**src/rtl/tracker_pkg.sv**
```systemverilog
// tracker_pkg: shared FSM state encoding, pixel type and RGB444 channel positions
package tracker_pkg;
  typedef enum logic [1:0] {AIM = 2'd0, HOLD = 2'd1, LOCKED = 2'd2, RUN = 2'd3} state_t;
  typedef logic [11:0] pixel_t;
  localparam int CH_B = 0;
  localparam int CH_G = 1;
  localparam int CH_R = 2;
endpackage

```
**src/rtl/window_sampler.sv**
```systemverilog
// window_sampler: averages the W x W pixel window at the cursor once per frame
module window_sampler import tracker_pkg::*; #(
  parameter int SAMPLE_LOG2 = 1
) (
  input  logic        clk_65mhz,
  input  logic        reset,
  input  logic [10:0] hcount,
  input  logic [9:0]  vcount,
  input  logic        frame_tick,
  input  logic [10:0] cursor_x,
  input  logic [9:0]  cursor_y,
  input  pixel_t      cam,
  output pixel_t      sample_pixel,
  output logic        sample_valid
);
  localparam int W = 1 << SAMPLE_LOG2;
  localparam int SW = 4 + 2 * SAMPLE_LOG2;
  logic [10:0] w_dh;
  logic [9:0] w_dv;
  logic w_in, w_last, w_fire, r_armed, r_valid;
  logic [2:0][SW-1:0] r_acc, w_sum;
  pixel_t w_avg, r_pixel;
  assign w_dh = hcount - cursor_x;
  assign w_dv = vcount - cursor_y;
  assign w_in = hcount >= cursor_x && vcount >= cursor_y && w_dh < 11'(W) && w_dv < 10'(W);
  assign w_last = w_in && w_dh == 11'(W - 1) && w_dv == 10'(W - 1);
  assign w_fire = w_last && r_armed && !frame_tick;
  assign sample_pixel = r_pixel;
  assign sample_valid = r_valid;
  // Running sums include the current pixel so the last window pixel lands in the average
  always_comb begin
    w_sum = r_acc;
    w_avg = '0;
    for (int c = CH_B; c <= CH_R; c++) begin
      w_sum[c] = r_acc[c] + SW'(cam[4*c +: 4]);
      w_avg[4*c +: 4] = 4'(w_sum[c] >> (2 * SAMPLE_LOG2));
    end
  end
  // Accumulate inside the window; only a frame that started after reset may report a sample
  always_ff @(posedge clk_65mhz) begin
    if (reset) begin
      r_acc <= '0;
      r_armed <= 1'b0;
      r_valid <= 1'b0;
      r_pixel <= '0;
    end else begin
      r_valid <= w_fire;
      if (w_fire) r_pixel <= w_avg;
      if (frame_tick) begin
        r_acc <= '0;
        r_armed <= 1'b1;
      end else if (w_in) r_acc <= w_sum;
    end
  end
endmodule

```
**src/rtl/multi_target_select.sv**
```systemverilog
// multi_target_select: cursor-driven colour/radius capture of up to four tracking targets
module multi_target_select import tracker_pkg::*; #(
  parameter int NUM_TARGETS = 2,
  parameter int SAMPLE_LOG2 = 1,
  parameter int CURSOR_STEP = 3,
  parameter int H_MAX = 320,
  parameter int V_MAX = 240
) (
  input  logic                     clk_65mhz,
  input  logic                     reset,
  input  logic [10:0]              hcount,
  input  logic [9:0]               vcount,
  input  logic                     frame_tick,
  input  logic [3:0]               dir,
  input  logic                     confirm,
  input  logic                     cancel,
  input  logic                     start,
  input  logic [11:0]              cam,
  input  logic [6:0]               cur_rad,
  output logic [10:0]              cursor_x,
  output logic [9:0]               cursor_y,
  output logic [11:0]              sample_pixel,
  output logic                     sample_valid,
  output logic [12*NUM_TARGETS-1:0] goal_pixel,
  output logic [7*NUM_TARGETS-1:0]  goal_rad,
  output logic [NUM_TARGETS-1:0]    target_valid,
  output logic [1:0]               active_idx,
  output logic [1:0]               state,
  output logic                     track,
  output logic                     move
);
  localparam int W = 1 << SAMPLE_LOG2;
  localparam int X_MAX = H_MAX - W;
  localparam int Y_MAX = V_MAX - W;
  localparam logic [1:0] LAST = 2'(NUM_TARGETS - 1);
  state_t r_state, w_next;
  logic [10:0] r_x, w_x;
  logic [9:0] r_y, w_y;
  int w_xi, w_yi;
  logic r_conf_d, r_canc_d, r_start_d, w_conf_e, w_canc_e, w_start_e;
  logic r_seen, w_upd, w_moved, w_latch, w_write, w_clear, w_valid;
  pixel_t r_cand, w_pixel;
  logic [12*NUM_TARGETS-1:0] r_goal_pixel;
  logic [7*NUM_TARGETS-1:0] r_goal_rad;
  logic [NUM_TARGETS-1:0] r_tv;
  logic [1:0] r_idx;
  window_sampler #(.SAMPLE_LOG2(SAMPLE_LOG2)) u_sampler (
    .clk_65mhz(clk_65mhz), .reset(reset), .hcount(hcount), .vcount(vcount),
    .frame_tick(frame_tick), .cursor_x(r_x), .cursor_y(r_y), .cam(cam),
    .sample_pixel(w_pixel), .sample_valid(w_valid)
  );
  assign w_conf_e = confirm && !r_conf_d;
  assign w_canc_e = cancel && !r_canc_d;
  assign w_start_e = start && !r_start_d;
  assign w_upd = frame_tick && (r_state == AIM || r_state == HOLD);
  assign w_moved = w_upd && (w_x != r_x || w_y != r_y);
  assign cursor_x = r_x;
  assign cursor_y = r_y;
  assign sample_pixel = w_pixel;
  assign sample_valid = w_valid;
  assign goal_pixel = r_goal_pixel;
  assign goal_rad = r_goal_rad;
  assign target_valid = r_tv;
  assign active_idx = r_idx;
  assign state = r_state;
  assign track = r_state != AIM;
  assign move = r_state == RUN;
  // Proposed cursor: opposing directions cancel, result clamped so the window stays on screen
  always_comb begin
    w_xi = int'(r_x) + (dir[0] && !dir[1] ? CURSOR_STEP : dir[1] && !dir[0] ? -CURSOR_STEP : 0);
    w_yi = int'(r_y) + (dir[2] && !dir[3] ? CURSOR_STEP : dir[3] && !dir[2] ? -CURSOR_STEP : 0);
    w_x = 11'(w_xi < 0 ? 0 : w_xi > X_MAX ? X_MAX : w_xi);
    w_y = 10'(w_yi < 0 ? 0 : w_yi > Y_MAX ? Y_MAX : w_yi);
  end
  // Next state and datapath strobes; branch order gives cancel > dir > confirm > start
  always_comb begin
    w_next = r_state;
    w_latch = 1'b0;
    w_write = 1'b0;
    w_clear = 1'b0;
    case (r_state)
      AIM: if (w_conf_e && r_seen) begin
        w_next = HOLD;
        w_latch = 1'b1;
      end
      HOLD: if (w_canc_e || |dir) w_next = AIM;
        else if (w_conf_e) begin
          w_write = 1'b1;
          w_next = r_idx == LAST ? LOCKED : AIM;
        end
      LOCKED: if (w_canc_e) begin
        w_clear = 1'b1;
        w_next = AIM;
      end else if (w_start_e) w_next = RUN;
      RUN: if (w_canc_e) begin
        w_clear = 1'b1;
        w_next = AIM;
      end else if (!start) w_next = LOCKED;
    endcase
  end
  // State register
  always_ff @(posedge clk_65mhz) begin
    if (reset) r_state <= AIM;
    else r_state <= w_next;
  end
  // Cursor, edge history, sample bookkeeping and captured goals
  always_ff @(posedge clk_65mhz) begin
    if (reset) begin
      r_x <= 11'd15;
      r_y <= 10'd15;
      r_conf_d <= 1'b0;
      r_canc_d <= 1'b0;
      r_start_d <= 1'b0;
      r_seen <= 1'b0;
      r_cand <= '0;
      r_goal_pixel <= '0;
      r_goal_rad <= '0;
      r_tv <= '0;
      r_idx <= '0;
    end else begin
      r_conf_d <= confirm;
      r_canc_d <= cancel;
      r_start_d <= start;
      if (w_upd) begin
        r_x <= w_x;
        r_y <= w_y;
      end
      r_seen <= w_moved ? 1'b0 : w_valid ? 1'b1 : r_seen;
      if (w_latch) r_cand <= w_pixel;
      if (w_clear) begin
        r_goal_pixel <= '0;
        r_goal_rad <= '0;
        r_tv <= '0;
        r_idx <= '0;
      end else if (w_write) begin
        for (int i = 0; i < NUM_TARGETS; i++)
          if (r_idx == 2'(i)) begin
            r_goal_pixel[12*i +: 12] <= r_cand;
            r_goal_rad[7*i +: 7] <= cur_rad;
            r_tv[i] <= 1'b1;
          end
        r_idx <= r_idx == LAST ? r_idx : r_idx + 2'd1;
      end
    end
  end
endmodule

```
**config.mk**
```make
export PLATFORM = sky130hd
export DESIGN_NAME = multi_target_select
export DESIGN_NICKNAME = d
export VERILOG_FILES = /design/src/rtl/tracker_pkg.sv /design/src/rtl/window_sampler.sv /design/src/rtl/multi_target_select.sv
export SDC_FILE = /design/constraint.sdc
export NUM_CORES = 1
export LEC_CHECK = 0
export BUFFER_PORTS_ARGS = -buffer_cell sky130_fd_sc_hd__buf_2
export CORE_AREA = 2 2 130 132
export DETAILED_ROUTE_END_ITERATION = 7
export DIE_AREA = 0 0 132 134
export MAX_ROUTING_LAYER = met4
export PLACE_DENSITY = 0.67
export SYNTH_ARGS = -nofsm -noshare
export SYNTH_HDL_FRONTEND = slang
export SYNTH_SLANG_ARGS = --single-unit
```
**constraint.sdc**
```tcl
create_clock -name clk_65mhz -period 12.03 [get_ports clk_65mhz]
set_input_delay 2.406 -clock clk_65mhz [delete_from_list [all_inputs] [get_ports clk_65mhz]]
set_output_delay 2.406 -clock clk_65mhz [all_outputs]
set_load 0.02 [all_outputs]
```
==> impl_metrics.env, run 1 <==
export IMPL_cts_repair_resized=0
export IMPL_total_power_mw=1.04
export IMPL_met2_usage=0.396
export IMPL_async_reset_ff_frac=0
export IMPL_finalWeightedCongestion=0.893
export IMPL_worstReg2RegEnd="r_seen$_SDFFE_PP0P_"
export IMPL_die_area_um2=17700
export IMPL_ys_ff_latch=113
export IMPL_antenna_found_initial=2
export IMPL_worst_pin_slew_ps=1060
export IMPL_post_cts_buffers=0
export IMPL_finalNetCount=1270
export IMPL_rows=47
export IMPL_grt_pass1_wl_um=35400
export IMPL_cts_tree="done"
export IMPL_hp_class="reg2reg"
export IMPL_synth_cell_types=84
export IMPL_hold_end="goal_rad[2]$_SDFFE_PP0P_"
export IMPL_holdWs_ps=451
export IMPL_drv_cap=0
export IMPL_hpwl_um=15700
export IMPL_hp_start="goal_rad[2]$_SDFFE_PP0P_"
export IMPL_min_path_cells=2
export IMPL_dp_cells=1355
export IMPL_synthCells=1064
export IMPL_drt_iter0_markers=554
export IMPL_dpl_worst_slack_ps=4600
export IMPL_cts_sinks=113
export IMPL_ys_seq_area_frac=0.281
export IMPL_yosys_area_top_type_share=0.281
export IMPL_wl_per_cell_um=15.6
export IMPL_slew_headroom=0.296
export IMPL_fin_skew_ps=9.83
export IMPL_worst_setup_path_start_kind="input port"
export IMPL_synth_area_leaders="dfxtp_1, ha_1, a21oi_1"
export IMPL_finalMaxSlewViolations=0
export IMPL_timing_final_hold_violations=0
export IMPL_firstDrtPassIters=5
export IMPL_cts_made_buffers=17
export IMPL_boundaryPins=130
export IMPL_clk_pin_slew_ps=60
export IMPL_first_global_vias=7078
export IMPL_grt_overflow=0
export IMPL_n_fill_cell=1538
export IMPL_vias=7872
export IMPL_critPathCaptureType="flop"
export IMPL_synth_ff_type="dfxtp_1"
export IMPL_r2r_cells=18
export IMPL_fin_util=0.573
export IMPL_die_w_um=132
export IMPL_grt_busiest_layer="met2"
export IMPL_crit_slowest_cell="ha_1"
export IMPL_crit_required_ps=12380
export IMPL_drt_wl_total_um=21700
export IMPL_status="finished, final reports clean"
export IMPL_syn_avg_cell_area_um2=7.56
export IMPL_setup_violations=0
export IMPL_syn_nets=1180
export IMPL_final_antenna_net_count=0
export IMPL_port_buffers=129
export IMPL_arrival_ps=7500
export IMPL_timing_rr_start="cursor_y[0]$_SDFFE_PP1P_"
export IMPL_powerDensity_nw_per_um2=112
export IMPL_ys_warnings_count=0
export IMPL_postPlaceCellArea_um2=8760
export IMPL_grtUsageTotal=0.251
export IMPL_start_util=0.494
export IMPL_cts_htree_levels=4
export IMPL_period_needed_ps=7150
export IMPL_vias_per_cell=5.67
export IMPL_synth_top_area_cell="dfxtp_1"
export IMPL_ff2ff_setup_slack_ps=6970
export IMPL_path_max_fanout=31
export IMPL_clock_root_buffer="clkbuf_16"
export IMPL_groute_layer_met1_usage=0.334
export IMPL_fin_area_um2=9340
export IMPL_syn_cell_area_um2=8050
export IMPL_critPathKind="in2reg"
export IMPL_setup_ws_ps=4880
export IMPL_fin_tns_setup_ps=0
export IMPL_slowest_delay_ps=810
export IMPL_die_y_um=134
export IMPL_crit_chain="buf_2, inv_1, ha_1, inv_1, or3_1, a32oi_1, o41ai_1, nand2_1, nand2_1, ha_1, inv_1, nand4_1, nor2_1, nand2_1, or4_1, a22oi_1, o2111ai_1, o311a_1, a21oi_1, nand4_1, o21ai_1"
export IMPL_stdcell_count=1389
export IMPL_grt_start_max_net_pins=55
export IMPL_final_layout_size_suffix_gt1_frac=0.159
export IMPL_fmax_ghz=0.140
export IMPL_grt_setup_unrepaired="false"
export IMPL_gr_usage_met3=0.0533
export IMPL_min_period_over_period=0.594
export IMPL_clk_path_buf_depth=2
export IMPL_clock_latency_ps=410
export IMPL_synth_edf_count=0
export IMPL_area_growth_pct=16.1
export IMPL_drcViolationCount=0
export IMPL_core_area_um2=16300
export IMPL_cts_hold_buffers=0
export IMPL_max_vdd_ir_drop_mv=0.117
export IMPL_p_leak_nw=3.83
-- registers in the layout, summed over array words and instances, names as in the netlist, 10 cells and up --
signal,cells
goal_pixel,24
u_sampler.r_acc,18
goal_rad,14
r_cand,12
u_sampler.sample_pixel,12
cursor_x,11
cursor_y,10
-- worst max-delay path: cells and delay by family --
| kind | cells | cell delay (ps) |
|---|---|---|
| AO/OA/AOI/OAI | 7 | 1630 |
| AND/OR/NAND/NOR | 8 | 1500 |
| buffers and inverters | 4 | 760 |
| adder cells (fa/ha/maj) | 2 | 1190 |
-- cell usage in the layout (no fill, tap or decap), drive strengths merged, types with 9 or more instances in the layout --
cell type / instances
clkbuf: 17
ha: 59
and3: 12
a21oi: 134
o31ai: 9
nand2: 162
o21ai: 62
nor2b: 24
a31oi: 11
xor2: 11
or3: 13
nor4: 10
nand3: 22
nand2b: 16
a211oi: 16
nand4: 10
xnor2: 25
nor3: 17
dfxtp: 113
inv: 79
buf: 136
nor2: 49
-- per-layer routing --
metal,up-vias,part of all wire
met5,-,0
met4,0,0.0066
met3,12,0.051
met2,190,0.47
met1,3665,0.47
li1,4005,-
-- how the worst max path moves through the flow --
| stage | startpoint | endpoint | slack (ps) | depth (start not counted) |
|---|---|---|---|---|
| 6_report | dir[2] | r_seen$_SDFFE_PP0P_ | 4880 | 21 |
| 5_1_grt | dir[2] | cursor_y[2]$_SDFFE_PP1P_ | 4380 | 20 |
| 4_1_cts | dir[2] | r_seen$_SDFFE_PP0P_ | 5020 | 21 |
| 3_5_place_dp | dir[2] | r_seen$_SDFFE_PP0P_ | 4600 | 21 |
| 3_3_place_gp | dir[2] | r_seen$_SDFFE_PP0P_ | 4690 | 21 |
| 2_1_floorplan | dir[2] | r_seen$_SDFFE_PP0P_ | 5440 | 20 |
-- power by group --
group          switching (mW)  total, mW  internal (mW)
clock network           0.195      0.485          0.289
registers              0.0127      0.391          0.378
logic                  0.0995      0.168         0.0688
total                   0.307       1.04          0.736
-- logic make-up after synthesis --
kind of cell,Yosys count,synth area share
DFF,113,0.281
xor gates and xnor gates,37,0.0420
adders and majority gates,66,0.109
AOI/OAI and AO/OA,323,0.254
muxes,5,0.00638
and+or+nand+nor,384,0.241
buffers and inverters,136,0.0661
-- Yosys cell counts, types with 15 or more instances --
cell type and count:
ha_1 59, a21oi_1 134, nand3_1 22, nor3_1 16, dfxtp_1 113, nand2_1 161
inv_1 70, o21ai_0 58, a211oi_1 15, xnor2_1 25, clkbuf_1 50, nand2b_1 16
nor2_1 49, nor2b_1 24
-- area by class of cell --
class | count | area [µm²] | area share
multi-input combinational | 815 | 5260 | 0.563
sequential | 113 | 2260 | 0.242
timing repair buffer | 136 | 698 | 0.0748
clock buffer | 17 | 425 | 0.0456
tap | 220 | 275 | 0.0295
inverter | 71 | 267 | 0.0285
clock inverter | 15 | 148 | 0.0158
antenna | 2 | 5.00 | 0.000536
Note: power is estimated with default switching activity, not from simulation.
==> run 2: changes to the inputs <==
- PLACE_DENSITY: 0.67 -> 0.7
- clock period: 12.03 -> 5.9 ns (I/O delays scaled with it)
==> run 2 against run 1 <==
Core utilization increased by 0.68 points; via count increased by 0.51%; register-to-register slack got worse by 5700 ps; largest cell class unchanged; clock-buffer cell count increased by 2; die area unchanged; flip-flop and latch count unchanged; design area increased by 1.2%; clock skew decreased by 3.0 ps; critical path type unchanged; largest power group unchanged; critical path depth increased by 2; worst setup slack got worse by 4300 ps; total power increased by 110%; combinational power increased by 110%.
==> impl_metrics.env, run 2 (synthesis results as in run 1) <==
export IMPL_post_cts_buffers=0
export IMPL_grt_overflow=0
export IMPL_cts_made_buffers=17
export IMPL_drv_cap=0
export IMPL_area_growth_pct=17.4
export IMPL_drt_wl_total_um=21900
export IMPL_fmax_ghz=0.189
export IMPL_cts_sinks=113
export IMPL_boundaryPins=130
export IMPL_firstDrtPassIters=5
export IMPL_clk_path_buf_depth=2
export IMPL_p_switching_uw=618
export IMPL_final_antenna_net_count=0
export IMPL_swShare=0.289
export IMPL_intPower_mw=1.52
export IMPL_antenna_found_initial=2
export IMPL_status="finished, final reports clean"
export IMPL_grtUsageTotal=0.252
export IMPL_slowest_delay_ps=380
export IMPL_arrival_ps=5640
export IMPL_timing_final_hold_violations=0
export IMPL_die_area_um2=17700
export IMPL_first_global_vias=7179
export IMPL_path_max_fanout=7
export IMPL_die_y_um=134
export IMPL_p_comb_frac=0.165
export IMPL_rows=47
export IMPL_final_common_cell="nand2_1"
export IMPL_critPathKind="in2reg"
export IMPL_clk_pin_slew_ps=60
export IMPL_grt_start_max_net_pins=55
export IMPL_finalNetCount=1284
export IMPL_p_seq_frac=0.372
export IMPL_largest_register_ffs=24
export IMPL_max_vdd_ir_drop_mv=0.225
export IMPL_crit_required_ps=6250
export IMPL_drcViolationCount=0
export IMPL_layout_common_cells="nand2_1, a21oi_1, buf_2, dfxtp_1, inv_1"
export IMPL_hpwl_um=16000
export IMPL_cts_hold_buffers=0
export IMPL_p_leak_nw=3.90
export IMPL_core_area_um2=16300
export IMPL_setup_violations=0
export IMPL_clock_root_buffer="clkbuf_16"
export IMPL_worst_setup_path_start_kind="input port"
export IMPL_period_needed_ps=5290
export IMPL_cts_repair_resized=0
export IMPL_drt_iter0_markers=572
export IMPL_finalWeightedCongestion=0.879
export IMPL_grt_setup_unrepaired="false"
export IMPL_hp_class="reg2reg"
export IMPL_setup_ws_ps=612
export IMPL_cts_htree_levels=4
export IMPL_die_w_um=132
export IMPL_dpl_worst_slack_ps=298
export IMPL_stdcell_count=1403
export IMPL_crit_chain="buf_2, inv_1, ha_1, ha_1, fa_1, nor4bb_1, nor4_1, buf_4, o41ai_1, a22oi_1, nand2b_1, ha_1, nor4b_1, nand4_1, nor2_1, nand2_1, or4_1, a22oi_1, buf_4, a31oi_1, a21oi_1, nand4_1, o21ai_1"
export IMPL_clock_latency_ps=420
export IMPL_dp_cells=1369
export IMPL_finalMaxSlewViolations=0
export IMPL_crit_slowest_cell="or4_1"
export IMPL_worst_pin_slew_ps=1030
export IMPL_cpMostUsedCell="ha_1"
export IMPL_final_layout_size_suffix_gt1_frac=0.169
export IMPL_fin_skew_ps=6.85
export IMPL_grt_pass1_wl_um=35600
export IMPL_critPathCaptureType="flop"
export IMPL_clkPwrFrac=0.463
export IMPL_vias=7912
export IMPL_min_period_over_period=0.896
export IMPL_slew_headroom=0.315
export IMPL_start_util=0.494
export IMPL_fin_tns_setup_ps=0
export IMPL_wl_per_cell_um=15.6
export IMPL_vias_per_cell=5.64
export IMPL_powerDensity_nw_per_um2=227
export IMPL_port_buffers=129
export IMPL_cts_tree="done"
-- run 2: cell types whose count changed in the layout (fill, tap and decap cells not counted) --
cell and change:
inv_8 -1, clkbuf_8 +2, inv_6 -3, buf_4 +14, clkinvlp_4 +1, clkinv_4 +1
-- run 2: path summary, 6_finish.rpt --
check                                                from                         to  slack, ps  depth (start not counted)
worst max-delay path                               dir[2]        r_seen$_SDFFE_PP0P_        610                         23
worst min-delay path            goal_rad[10]$_SDFFE_PP0P_  goal_rad[10]$_SDFFE_PP0P_        450                          2
worst max register to register   cursor_y[0]$_SDFFE_PP1P_        r_seen$_SDFFE_PP0P_       1310                         20
worst min register to register  goal_rad[10]$_SDFFE_PP0P_  goal_rad[10]$_SDFFE_PP0P_        450                          2
-- run 2: final cells by class --
cell class	count	area, µm²
tap	220	275
fill	1529	6840
timing repair buffer	150	803
inverter	71	267
clock inverter	13	126
antenna	2	5.00
clock buffer	19	453
multi-input combinational	815	5260
sequential	113	2260
-- run 2: stage by stage --
stage	util	total power [mW]	area [µm²]	hold WS, ps
after floorplan	-	1.06	8050	430
after global placement	0.544	1.15	8860	438
after detailed placement	0.544	1.16	8860	445
after CTS	0.580	2.15	9440	452
after global routing	0.580	2.23	9450	469
final	0.580	2.14	9450	449
-- run 2: metal layers --
metal	global-route usage	up-vias	routed length, µm
met2	0.396	187	10100
met3	0.0431	26	1040
met1	0.333	3674	10400
li1	-	4025	-
met5	-	-	0
met4	0.0773	0	359
-- run 2: worst max-delay path, delay by kind of cell --
kind,cells,cell delay (ps)
AND/OR/NAND/NOR,9,1680
buffers and inverters,4,520
AO/OA/AOI/OAI,6,1280
adder cells (fa/ha/maj),4,960
-- run 2: power by group through the flow --
| stage | logic, mW | clock network [mW] | registers [mW] |
|---|---|---|---|
| 6_report | 0.353 | 0.993 | 0.797 |
| 5_1_grt | 0.392 | 1.04 | 0.798 |
| 3_5_place_dp | 0.346 | 0 | 0.812 |
| 4_1_cts | 0.349 | 1.01 | 0.796 |
| 3_3_place_gp | 0.342 | 0 | 0.812 |
| 2_1_floorplan | 0.256 | 0 | 0.804 |
==> run 3: changes to the inputs <==
- ABC_AREA: default -> 1
- CORE_AREA: 2 2 130 132 -> 2 2 127 129
- DIE_AREA: 0 0 132 134 -> 0 0 129 131
==> run 3 against run 2 <==
Largest cell class unchanged; core utilization is 0.15 points higher; total power is 4.7% higher; via count is 2.7% lower; flip-flop and latch count stayed put; clock skew is 3.6 ps higher; worst hold slack worse by 1.6 ps; register-to-register slack better by 1000 ps; final cell count is 7.7% higher.
==> impl_metrics.env, run 3 <==
export IMPL_boundaryPins=130
export IMPL_ys_warnings_count=0
export IMPL_slew_headroom=0.314
export IMPL_drcViolationCount=0
export IMPL_final_common_cell="nand2_1"
export IMPL_p_leak_nw=4.50
export IMPL_cts_hold_buffers=0
export IMPL_timing_rr_start="cursor_x[2]$_SDFFE_PP1P_"
export IMPL_arrival_ps=4890
export IMPL_drv_cap=0
export IMPL_finalWeightedCongestion=0.911
export IMPL_largest_register_ffs=24
export IMPL_setup_violations=0
export IMPL_first_global_vias=6806
export IMPL_fmax_ghz=0.220
export IMPL_ys_ff_latch=113
export IMPL_syn_cell_area_um2=7670
export IMPL_synth_area_leaders="dfxtp_1, nand2_1, ha_1"
export IMPL_period_needed_ps=4550
export IMPL_antenna_found_initial=0
export IMPL_synthCells=1167
export IMPL_path_max_fanout=15
export IMPL_async_reset_ff_frac=0
export IMPL_die_y_um=131
export IMPL_hpwl_um=15200
export IMPL_die_area_um2=16900
export IMPL_final_antenna_net_count=0
export IMPL_n_antenna_cell=0
export IMPL_hp_class="reg2reg"
export IMPL_firstDrtPassIters=6
export IMPL_cts_sinks=113
export IMPL_start_util=0.492
export IMPL_cts_made_buffers=17
export IMPL_final_layout_size_suffix_gt1_frac=0.150
export IMPL_timing_final_hold_violations=0
export IMPL_finalNetCount=1398
export IMPL_syn_avg_cell_area_um2=6.57
export IMPL_port_buffers=129
export IMPL_post_cts_buffers=0
export IMPL_area_growth_pct=18.3
export IMPL_critPathLaunch="dir[0]"
export IMPL_critPathCaptureType="flop"
export IMPL_layout_common_cells="nand2_1, inv_1, buf_2, nor2_1"
export IMPL_clk_pin_slew_ps=60
export IMPL_dp_cells=1479
export IMPL_max_vdd_ir_drop_mv=0.291
export IMPL_grt_pass1_wl_um=32200
export IMPL_synth_ff_type="dfxtp_1"
export IMPL_min_period_over_period=0.771
export IMPL_core_area_um2=15600
export IMPL_vias_per_cell=5.09
export IMPL_synth_cell_types=42
export IMPL_critPathKind="in2reg"
export IMPL_holdWs_ps=447
export IMPL_wl_per_cell_um=13.4
export IMPL_grt_setup_unrepaired="false"
export IMPL_worst_setup_path_start_kind="input port"
export IMPL_powerDensity_nw_per_um2=247
export IMPL_finalMaxSlewViolations=0
export IMPL_yosys_area_top_type_share=0.295
export IMPL_yosys_top_cells_count="nand2_1, inv_1, nor2_1"
export IMPL_syn_nets=1283
export IMPL_hp_start="target_valid[0]$_SDFFE_PP0P_"
export IMPL_worst_pin_slew_ps=1020
export IMPL_stdcell_count=1511
export IMPL_fin_util=0.582
export IMPL_grt_overflow=0
export IMPL_rows=46
export IMPL_status="finished, final reports clean"
export IMPL_grtUsageTotal=0.243
export IMPL_synth_most_common_cell="nand2_1"
export IMPL_synth_top_area_cell="dfxtp_1"
export IMPL_total_power_mw=2.24
export IMPL_fin_skew_ps=10.5
export IMPL_clk_path_buf_depth=2
export IMPL_synth_edf_count=0
export IMPL_die_w_um=129
export IMPL_crit_required_ps=6240
export IMPL_grt_start_max_net_pins=44
export IMPL_vias=7698
export IMPL_cts_repair_resized=0
export IMPL_cts_htree_levels=4
export IMPL_clock_latency_ps=410
export IMPL_ys_seq_area_frac=0.295
export IMPL_clock_root_buffer="clkbuf_16"
export IMPL_fin_tns_setup_ps=0
export IMPL_drt_wl_total_um=20300
export IMPL_cts_tree="done"
export IMPL_drt_iter0_markers=596
run 3: cell count changes after synthesis, moves of 21 or more:
cell / before / now
a21oi_1: 134 / 113
clkbuf_1: 50 / 23
inv_1: 70 / 135
nand2_1: 161 / 282
nand3_1: 22 / 112
nor2_1: 49 / 116
nor2b_1: 24 / 0
run 3: report_power, final:
part | internal, mW | leakage (nW) | switching, mW
sequential | 0.774 | 0.915 | 0.0172
combinational | 0.133 | 3.30 | 0.244
clock | 0.698 | 0.291 | 0.378
run 3: path summary, 6_finish.rpt:
kind	end	slack, ps	depth (start not counted)
worst max register to register	u_sampler.r_acc[14]$_SDFFE_PP0P_	2340	18
worst max-delay path	r_seen$_SDFFE_PP0P_	1350	27
worst min-delay path	target_valid[0]$_SDFFE_PP0P_	450	2
worst min register to register	target_valid[0]$_SDFFE_PP0P_	450	2
run 3: kinds of logic after synthesis:
kind of cell,count (synthesis),share of synthesized area
buffers and inverters,173,0.0884
adder cells (fa/ha/maj),66,0.115
AND/OR/NAND/NOR,585,0.330
flip-flops,113,0.295
AO/OA/AOI/OAI,199,0.135
XOR/XNOR,31,0.0364
run 3: layout make-up:
type                            instances  area [µm²]
Fill cell                            1554        6530
Sequential cell                       113        2260
Timing Repair Buffer                  133         676
Clock inverter                         12         155
Multi-Input combinational cell        881        4730
Inverter                              136         510
Tap cell                              216         270
Clock buffer                           20         467
run 3: metrics by stage:
stage | instance area (µm²) | setup slack (ps)
after floorplan | 7670 | 1750
after global placement | 8450 | 995
after detailed placement | 8450 | 937
after CTS | 9070 | 1330
after global routing | 9070 | 972
final | 9070 | 1350
run 3: worst max-delay path: stages:
cell     delay, ps
buf_2           90
inv_1           60
ha_1           390
ha_1           440
inv_1          100
o21ai_0        250
nand3_1        110
o21ai_0        120
a21oi_1        100
or2_2          290
ha_1           270
nand3_1         70
nor2_1         100
nand3_1         90
nor2_1         130
nand3_1        130
nand2_4        150
nand2_1         90
nand2_1         60
nand2_1         50
inv_1           40
nand3_1         50
nor2_1         120
nand3_1        120
nor2_1         120
nor2_1          40
nor2_1          90
run 3: layer usage:
layer / vias up / global-route usage / share of wire
li1: 4056 / - / -
met4: 0 / 0.0627 / 0.012
met5: - / - / 0
met2: 167 / 0.392 / 0.47
met1: 3454 / 0.322 / 0.49
met3: 21 / 0.0334 / 0.033
